File: config.mk
export PLATFORM = sky130hd
export DESIGN_NAME = cr_tlvp_ob_arb_flat
export DESIGN_NICKNAME = d
export VERILOG_FILES = /design/src/rtl/cr_tlvp_ob_arb_if.sv /design/src/rtl/cr_tlvp_ob_arb.sv /design/src/flat_wrapper.sv
export SDC_FILE = /design/constraint.sdc
export NUM_CORES = 1
export LEC_CHECK = 0
export CELL_PAD_IN_SITES_DETAIL_PLACEMENT = 1
export CELL_PAD_IN_SITES_GLOBAL_PLACEMENT = 1
export CORE_UTILIZATION = 27
export DETAILED_ROUTE_END_ITERATION = 8
export PLACE_DENSITY = 0.92
export SLEW_MARGIN = 20
export SYNTH_ARGS = -nofsm -noshare
export SYNTH_HDL_FRONTEND = slang
export SYNTH_SLANG_ARGS = --single-unit
File: constraint.sdc
create_clock -name clk -period 4.6 [get_ports clk]
set_input_delay 1.15 -clock clk [delete_from_list [all_inputs] [get_ports clk]]
set_output_delay 1.15 -clock clk [all_outputs]
set_load 0.02 [all_outputs]
File: src/rtl/cr_tlvp_ob_arb_if.sv
// Bundle of the requester-side beat streams and the single sink-side output stream
// of the frame-atomic TLV arbiter.
interface cr_tlvp_ob_arb_if #(
  parameter int unsigned N_REQ  = 4,
  parameter int unsigned DATA_W = 64
) ();
  localparam int unsigned SRC_W = (N_REQ > 1) ? $clog2(N_REQ) : 1;

  logic [N_REQ-1:0]        req_empty;
  logic [N_REQ-1:0]        req_eot;
  logic [N_REQ*DATA_W-1:0] req_data;
  logic [N_REQ-1:0]        req_rd;
  logic                    ob_rd;
  logic                    ob_empty;
  logic [DATA_W-1:0]       ob_data;
  logic                    ob_eot;
  logic [SRC_W-1:0]        ob_src;
  logic                    arb_error;

  // Arbiter side
  modport slave (
    input  req_empty, req_eot, req_data, ob_rd,
    output req_rd, ob_empty, ob_data, ob_eot, ob_src, arb_error
  );

  // Sources and sink side
  modport master (
    output req_empty, req_eot, req_data, ob_rd,
    input  req_rd, ob_empty, ob_data, ob_eot, ob_src, arb_error
  );
endinterface

File: src/rtl/cr_tlvp_ob_arb.sv
// Frame-atomic round-robin arbiter: merges N_REQ FIFO-style TLV beat streams onto one
// registered FIFO-style output; a grant is held from first beat to the eot beat.
module cr_tlvp_ob_arb #(
  parameter int unsigned N_REQ     = 4,
  parameter int unsigned DATA_W    = 64,
  parameter int unsigned MAX_BEATS = 1024
) (
  input  logic                   clk,
  input  logic                   rst_n,
  cr_tlvp_ob_arb_if.slave        bus
);
  localparam int unsigned SRC_W = (N_REQ > 1) ? $clog2(N_REQ) : 1;
  localparam int unsigned CNT_W = (MAX_BEATS > 1) ? $clog2(MAX_BEATS) : 1;

  typedef enum logic {IDLE = 1'b0, XFER = 1'b1} state_e;

  state_e             state_q, state_d;
  logic [SRC_W-1:0]   grant_q, grant_d;
  logic [SRC_W-1:0]   last_grant_q, last_grant_d;
  logic [CNT_W-1:0]   beat_cnt_q, beat_cnt_d;
  logic               ob_empty_q, ob_empty_d;
  logic [DATA_W-1:0]  ob_data_q, ob_data_d;
  logic               ob_eot_q, ob_eot_d;
  logic [SRC_W-1:0]   ob_src_q, ob_src_d;
  logic               err_q, err_d;

  logic [N_REQ-1:0]   req_rd_c;
  logic               head_empty;
  logic               head_eot;
  logic [DATA_W-1:0]  head_data;
  logic               pick_vld;
  logic [SRC_W-1:0]   pick;
  logic               pop;
  int unsigned        idx;

  // Head beat of the granted requester
  always_comb begin
    head_empty = 1'b1;
    head_eot   = 1'b0;
    head_data  = '0;
    for (int unsigned i = 0; i < N_REQ; i++) begin
      if (grant_q == SRC_W'(i)) begin
        head_empty = bus.req_empty[i];
        head_eot   = bus.req_eot[i];
        head_data  = bus.req_data[i*DATA_W +: DATA_W];
      end
    end
  end

  // Round-robin pick: first non-empty requester after the last granted one
  always_comb begin
    pick_vld = 1'b0;
    pick     = '0;
    idx      = 0;
    for (int unsigned k = 1; k <= N_REQ; k++) begin
      idx = (32'(last_grant_q) + k) % N_REQ;
      for (int unsigned i = 0; i < N_REQ; i++) begin
        if (!pick_vld && (i == idx) && !bus.req_empty[i]) begin
          pick_vld = 1'b1;
          pick     = SRC_W'(i);
        end
      end
    end
  end

  // Next-state and pop strobe
  always_comb begin
    state_d      = state_q;
    grant_d      = grant_q;
    last_grant_d = last_grant_q;
    beat_cnt_d   = beat_cnt_q;
    ob_empty_d   = ob_empty_q;
    ob_data_d    = ob_data_q;
    ob_eot_d     = ob_eot_q;
    ob_src_d     = ob_src_q;
    err_d        = err_q | (bus.ob_rd & ob_empty_q);
    req_rd_c     = '0;
    pop          = 1'b0;

    if (bus.ob_rd) begin
      ob_empty_d = 1'b1;
    end

    case (state_q)
      IDLE: begin
        if (pick_vld) begin
          grant_d = pick;
          state_d = XFER;
        end
      end
      XFER: begin
        pop = !head_empty && (ob_empty_q || bus.ob_rd);
        if (pop) begin
          req_rd_c[grant_q] = 1'b1;
          ob_data_d  = head_data;
          ob_eot_d   = head_eot;
          ob_src_d   = grant_q;
          ob_empty_d = 1'b0;
          if (head_eot) begin
            last_grant_d = grant_q;
            beat_cnt_d   = '0;
            state_d      = IDLE;
          end else if (beat_cnt_q == CNT_W'(MAX_BEATS - 1)) begin
            // Oversize frame: flag it, keep the grant, hold the count
            err_d = 1'b1;
          end else begin
            beat_cnt_d = beat_cnt_q + CNT_W'(1);
          end
        end
      end
      default: state_d = IDLE;
    endcase
  end

  always_ff @(posedge clk) begin
    if (!rst_n) begin
      state_q      <= IDLE;
      grant_q      <= '0;
      last_grant_q <= SRC_W'(N_REQ - 1);
      beat_cnt_q   <= '0;
      ob_empty_q   <= 1'b1;
      ob_data_q    <= '0;
      ob_eot_q     <= 1'b0;
      ob_src_q     <= '0;
      err_q        <= 1'b0;
    end else begin
      state_q      <= state_d;
      grant_q      <= grant_d;
      last_grant_q <= last_grant_d;
      beat_cnt_q   <= beat_cnt_d;
      ob_empty_q   <= ob_empty_d;
      ob_data_q    <= ob_data_d;
      ob_eot_q     <= ob_eot_d;
      ob_src_q     <= ob_src_d;
      err_q        <= err_d;
    end
  end

  assign bus.req_rd    = req_rd_c;
  assign bus.ob_empty  = ob_empty_q;
  assign bus.ob_data   = ob_data_q;
  assign bus.ob_eot    = ob_eot_q;
  assign bus.ob_src    = ob_src_q;
  assign bus.arb_error = err_q;
endmodule

File: src/flat_wrapper.sv
// flat-port wrapper written by rule: the top's interface ports become plain ports
module cr_tlvp_ob_arb_flat 
#(
  parameter int unsigned N_REQ     = 4,
  parameter int unsigned DATA_W    = 64,
  parameter int unsigned MAX_BEATS = 1024
)
  (clk, rst_n, bus_req_empty, bus_req_eot, bus_req_data, bus_ob_rd, bus_req_rd, bus_ob_empty, bus_ob_data, bus_ob_eot, bus_ob_src, bus_arb_error);
  cr_tlvp_ob_arb_if #(.N_REQ(N_REQ), .DATA_W(DATA_W)) bus_i ();
  input  logic clk;
  input  logic rst_n;
  input wire logic [$bits(bus_i.req_empty)-1:0] bus_req_empty;
  input wire logic [$bits(bus_i.req_eot)-1:0] bus_req_eot;
  input wire logic [$bits(bus_i.req_data)-1:0] bus_req_data;
  input wire logic [$bits(bus_i.ob_rd)-1:0] bus_ob_rd;
  output wire logic [$bits(bus_i.req_rd)-1:0] bus_req_rd;
  output wire logic [$bits(bus_i.ob_empty)-1:0] bus_ob_empty;
  output wire logic [$bits(bus_i.ob_data)-1:0] bus_ob_data;
  output wire logic [$bits(bus_i.ob_eot)-1:0] bus_ob_eot;
  output wire logic [$bits(bus_i.ob_src)-1:0] bus_ob_src;
  output wire logic [$bits(bus_i.arb_error)-1:0] bus_arb_error;
  assign bus_i.req_empty = bus_req_empty;
  assign bus_i.req_eot = bus_req_eot;
  assign bus_i.req_data = bus_req_data;
  assign bus_i.ob_rd = bus_ob_rd;
  assign bus_req_rd = bus_i.req_rd;
  assign bus_ob_empty = bus_i.ob_empty;
  assign bus_ob_data = bus_i.ob_data;
  assign bus_ob_eot = bus_i.ob_eot;
  assign bus_ob_src = bus_i.ob_src;
  assign bus_arb_error = bus_i.arb_error;
  cr_tlvp_ob_arb #(.N_REQ(N_REQ), .DATA_W(DATA_W), .MAX_BEATS(MAX_BEATS)) u_core (.clk(clk), .rst_n(rst_n), .bus(bus_i));
endmodule
; Word level (Yosys, flattened, before mapping)
; Cells that the tools add are included.
[op_classes]
n_eq_ne = 17
n_mux = 60
bitwise = 3
n_mul = 0
reduce_logical = 63
shift = 0
add_sub_neg = 5
magnitude_cmp = 2
div = 0
[op_table]
columns = operator, n
row1 = $mux 64, 4
row2 = $logic_not 32->1, 4
row3 = $mux 1, 36
row4 = $logic_and 1x1->1, 33
row5 = $mux 2, 14
row6 = $logic_not 1->1, 20
row7 = $mux 10, 2
row8 = $eq 2x2->1 const A, 8
row9 = $add 10x1->10 const B, 1
row10 = $eq 10x10->1 const B, 1
row11 = $eq 1x2->1 const A, 4
row12 = $mux 4, 2
row13 = $reduce_and 3->1, 2
row14 = $add 2x1->2 const B, 2
row15 = $add 2x2->2 const B, 2
row16 = $eq 2x2->1 const B, 2
row17 = $reduce_and 2->1, 2
row18 = $lt 2x3->1 const B, 1
row19 = $demux 1 s2, 1
row20 = $eq 2x1->1 const B, 1
row21 = $ge 2x1->1 const B, 1
row22 = $logic_not 2->1, 1
row23 = $ne 2x1->1 const B, 1
row24 = $pmux 1 s2, 1
row25 = 4 further kinds, 4
[word_totals]
regBits = 84
output_inout_bits = 73
memories = 0
rom_bits = 0
ramBits = 0
latchBits = 0

; Depth between registers and ports, before layout
[logic_depth]
word_depth = 66
mapped_depth = 8

; Least setup slack after synthesis
; No wires, ideal clock.
[synth_timing]
path_type = input-to-output
from = input port bus_req_empty[3]
to = output port bus_req_rd[0]
n_path_buf = 3
arrival_time_ns = 2.775
slack_ns = 0.675
stages = 6
required_ns = 3.450
cell_sequence = mux4_2 nand2b_4 buf_6 buf_2 clkbuf_1 nor3_1
[synth_between]
elab_chain_len = 5
[synth_rtl]
columns = element, line_no
row1 = from (decl), flat_wrapper.sv:12  ; input wire logic [$bits(bus_i.req_empty)-1:0] bus_req_empty;
row2 = $mux 1, cr_tlvp_ob_arb.sv:42  ; if (grant_q == SRC_W'(i)) begin
row3 = $logic_not 1->1, cr_tlvp_ob_arb.sv:92  ; pop = !head_empty && (ob_empty_q || bus.ob_rd);
row4 = $logic_and 1x1->1, cr_tlvp_ob_arb.sv:92
row5 = $mux 4, cr_tlvp_ob_arb.sv:93  ; if (pop) begin
row6 = $mux 4, cr_tlvp_ob_arb.sv:84  ; case (state_q)
row7 = to (decl), flat_wrapper.sv:16  ; output wire logic [$bits(bus_i.req_rd)-1:0] bus_req_rd;
; No other way between the ends.

; Worst setup path after layout
[layout_timing]
from = input port bus_req_empty[0]
to = output port bus_req_rd[0]
[layout_between]
elab_chain_len = 8
[layout_rtl]
columns = element, line_no
row1 = $mux 1 (4 in series), cr_tlvp_ob_arb.sv:42
row2 = $logic_not 1->1, cr_tlvp_ob_arb.sv:92
row3 = $logic_and 1x1->1, cr_tlvp_ob_arb.sv:92
row4 = $mux 4, cr_tlvp_ob_arb.sv:93
row5 = $mux 4, cr_tlvp_ob_arb.sv:84
; No other way between the ends.

==> reports/metrics.cfg <==
[power_and_ir_drop]
power_per_cell_area_mw_per_mm2 = 269
totalPowerFinal_mw = 2.41
power_frac_clock_pct = 28.8
max-vdd-ir-drop_mv = 0.196
proportion_of_total_power_due_to_net_switching_pct = 30.3
sequential_power_share_pct = 35.1
internal-power_mw = 1.68
p_leak_nw = 3.03
p_sw_mw = 0.730
pwr-share-comb_pct = 36.1

[global_routing]
grt_max_degree = 67
grt_pass1_vias = 6171
grt_overflow = 0
gr-usage-all-layers_pct = 21.7
grt_pass1_wl_um = 33300
number_of_antenna_violations_at_the_first_check_in_global_routing = 0

[synthesis]
syn_area_mm2 = 0.00511
synth_ff_type = dfxtp_1
yosys.cell_types.count = 45
synth_largest_type_area_fraction_pct = 32.9
async_reset_ff_share_pct = 0
count_of_flip_flops_with_a_built_in_enable_after_synthesis = 0
netlist.top_cell.by_area = dfxtp_1
synth.avg_cell_area_um2 = 9.28
postSynthCellCount = 551
ys_seq_area_share_pct = 32.9
ys_ff_latch = 84
yosysMostFrequentCell = nand2_1
ys_warn_count = 0
synth_nets = 819
synthTopCellsByCount = nand2_1, dfxtp_1, a21boi_0, mux4_2, a21oi_1
post_synth_main_area_contributors = dfxtp_1, mux4_2, nand2_1

[die]
die_area_mm2 = 0.0195
std_cell_rows = 49
core_region_area_mm2 = 0.0183
initial_util_pct = 28.0
boundaryPins = 340
chipWidth_um = 140
die_h_um = 140

[finish]
post-route-util_pct = 49.1
syn2layout_area_growth_pct = 75.6
antenna_cells_inserted = 0
drive_above_1_share_pct = 13.8
fillers = 2077
post_layout_net_count = 1133

[setup_path]
crit_slowest_cell = clkdlybuf4s50_1
timing.critical_path.slowest_cell_delay_ns = 0.65
worst-setup-path-type = in -> out
critical_path.max_fanout = 6
worstPathArrival_ns = 3.22
regToRegSetupSlack_ns = 1.68
timing.rr.start = u_core.grant_q[0]
setup.worst_path.start_class = primary input
worstPathCellList = clkdlybuf4s50_1 -> mux4_2 -> nand2b_4 -> nor3_1 -> clkdlybuf4s50_1
worstPathRequired_ns = 3.45
cp-end-kind = output port
worst_reg_to_reg_path_cell_count = 5
worstReg2RegEnd = u_core.beat_cnt_q[7]
cp_common_cell = clkdlybuf4s50_1

[sta]
clock.fmax_ghz = 0.229
worst_clock_skew_ns = 0.00670
post-route-min-period_ns = 4.37
report.final.hold_viol_count = 0
slew-limit-headroom_pct = 31.8
rsz_0062_raised_after_global_routing = false
final.setup.worst_slack_ns = 0.226
report.final.slew_viol_count = 0
worst_margin_slew_ns = 1.01
setup_tns_ns = 0
min_period_over_period_pct = 95.1
timing.final.setup_violations = 0

[clock_tree]
cts_setup_buffers = 0
cts_made_buffers = 9
master_cell_of_the_clock_root_buffer = clkbuf_16
ctsLongestPathBuffers = 2
ctsHtreeMaxLevel = 3
clock_latency_ns = 0.33
worst_setup_hold_path_clk_slew_ns = 0.06
clock-sinks = 84
ctsHoldBuffers = 0
cts_resized = 0
tritoncts = built

[detailed_routing]
highest-signal-layer = met4
met1_length_um = 8690
routed_wire_length_um = 21800
drt_pass_1_iters = 4
initialDrtViolationCount = 153
num_vias = 5795
met2WireLength_um = 11100
vias_per_cell = 5.27
route.met3.wl_um = 1470
drt-wirelength-per-cell_um = 19.8
drc = 0
antenna_violating_nets_post_route = 0

[placed_design]
detailedPlace.worstSlack_ns = 0.226
io_buffer_count = 339
place_hpwl_um = 16600
gp_congestion = 0.840

[worst_hold_path]
min_delay_path_depth = 2
worst_hold_path.endpoint = u_core.bus.ob_data[19]
min_delay_worst_type = reg -> reg
hold_path_startpoint = u_core.bus.ob_data[19]

[status]
outcome = complete, no violations

[job]
maxCapViolCount = 0

## critical path, delay by kind of cell
family | cells | cell delay, ns
AND/OR/NAND/NOR | 2 | 0.32
buffers and inverters | 2 | 1.15
multiplexers | 1 | 0.60
## cells by family (layout without fill, tap and decap cells)
group / after synthesis / count (layout) / share of synthesized area (%)
AO/OA/AOI/OAI: 157 / 157 / 22.2
buffers and inverters: 53 / 372 / 4.33
multiplexers: 70 / 70 / 23.9
AND/OR/NAND/NOR: 186 / 186 / 16.4
flip-flops: 84 / 84 / 32.9
adder cells (fa/ha/maj): 1 / 1 / 0.245
## worst max path at each step
stage          depth (start not counted)        startpoint            end  slack (ns)
2_1_floorplan                          6  bus_req_empty[3]  bus_req_rd[0]        0.67
3_3_place_gp                           5  bus_req_empty[0]  bus_req_rd[0]        0.25
3_5_place_dp                           5  bus_req_empty[0]  bus_req_rd[0]        0.23
4_1_cts                                5  bus_req_empty[0]  bus_req_rd[0]        0.23
5_1_grt                                5  bus_req_empty[0]  bus_req_rd[0]        0.14
6_report                               5  bus_req_empty[0]  bus_req_rd[0]        0.23
## flip-flops by register name, summed over array words and instances, names as in the netlist
| register | count |
|---|---|
| u_core.beat_cnt_q | 10 |
| u_core.bus.ob_src | 2 |
| u_core.last_grant_q | 2 |
| u_core.bus.ob_data | 64 |
| u_core.bus.ob_empty | 1 |
| u_core.grant_q | 2 |
| u_core.bus.ob_eot | 1 |
| u_core.bus.arb_error | 1 |
| u_core.state_q | 1 |
## per-layer routing
layer,vias up,GRT usage [%]
met4,0,6.77
li1,2703,-
met5,-,0
met3,30,5.06
met2,243,40.7
met1,2819,24.2
## power groups by stage
stage	combinational (mW)	sequential [mW]	clock, mW
3_3_place_gp	0.854	0.859	0
5_1_grt	0.928	0.855	0.755
2_1_floorplan	0.366	0.911	0
3_5_place_dp	0.875	0.862	0
4_1_cts	0.878	0.847	0.717
6_report	0.870	0.847	0.693
## cell type report
type	count	area, um^2	area share [%]
Timing Repair Buffer	352	3490	38.8
Clock inverter	3	21.3	0.237
Tap cell	229	287	3.19
Clock buffer	13	260	2.90
Inverter	4	15.0	0.167
Multi-Input combinational cell	414	3220	35.8
Sequential cell	84	1690	18.8
## metrics by stage
stage	area, um^2	std cells	hold slack, ns
6_report	8970	1099	0.453
5_1_grt	8970	1099	0.470
4_1_cts	8970	1099	0.457
3_5_place_dp	8690	1083	0.449
3_3_place_gp	8690	1083	0.438
2_1_floorplan	5110	551	0.446
## placed cells by master, fill, tap and decap left out, drive strengths merged, types with 5 or more instances in the layout
master | Yosys | routed
clkdlybuf4s50 | 0 | 338
nand2 | 114 | 114
dfxtp | 84 | 84
a21boi | 41 | 41
mux4 | 39 | 39
a21oi | 37 | 37
mux2 | 28 | 28
nand3 | 23 | 23
nor2 | 21 | 21
o21ai | 20 | 20
o2bb2ai | 16 | 16
o221a | 16 | 16
buf | 15 | 14
clkbuf | 34 | 13
o221ai | 11 | 11
nor3 | 5 | 5
Power figures use the tool's default switching activity.
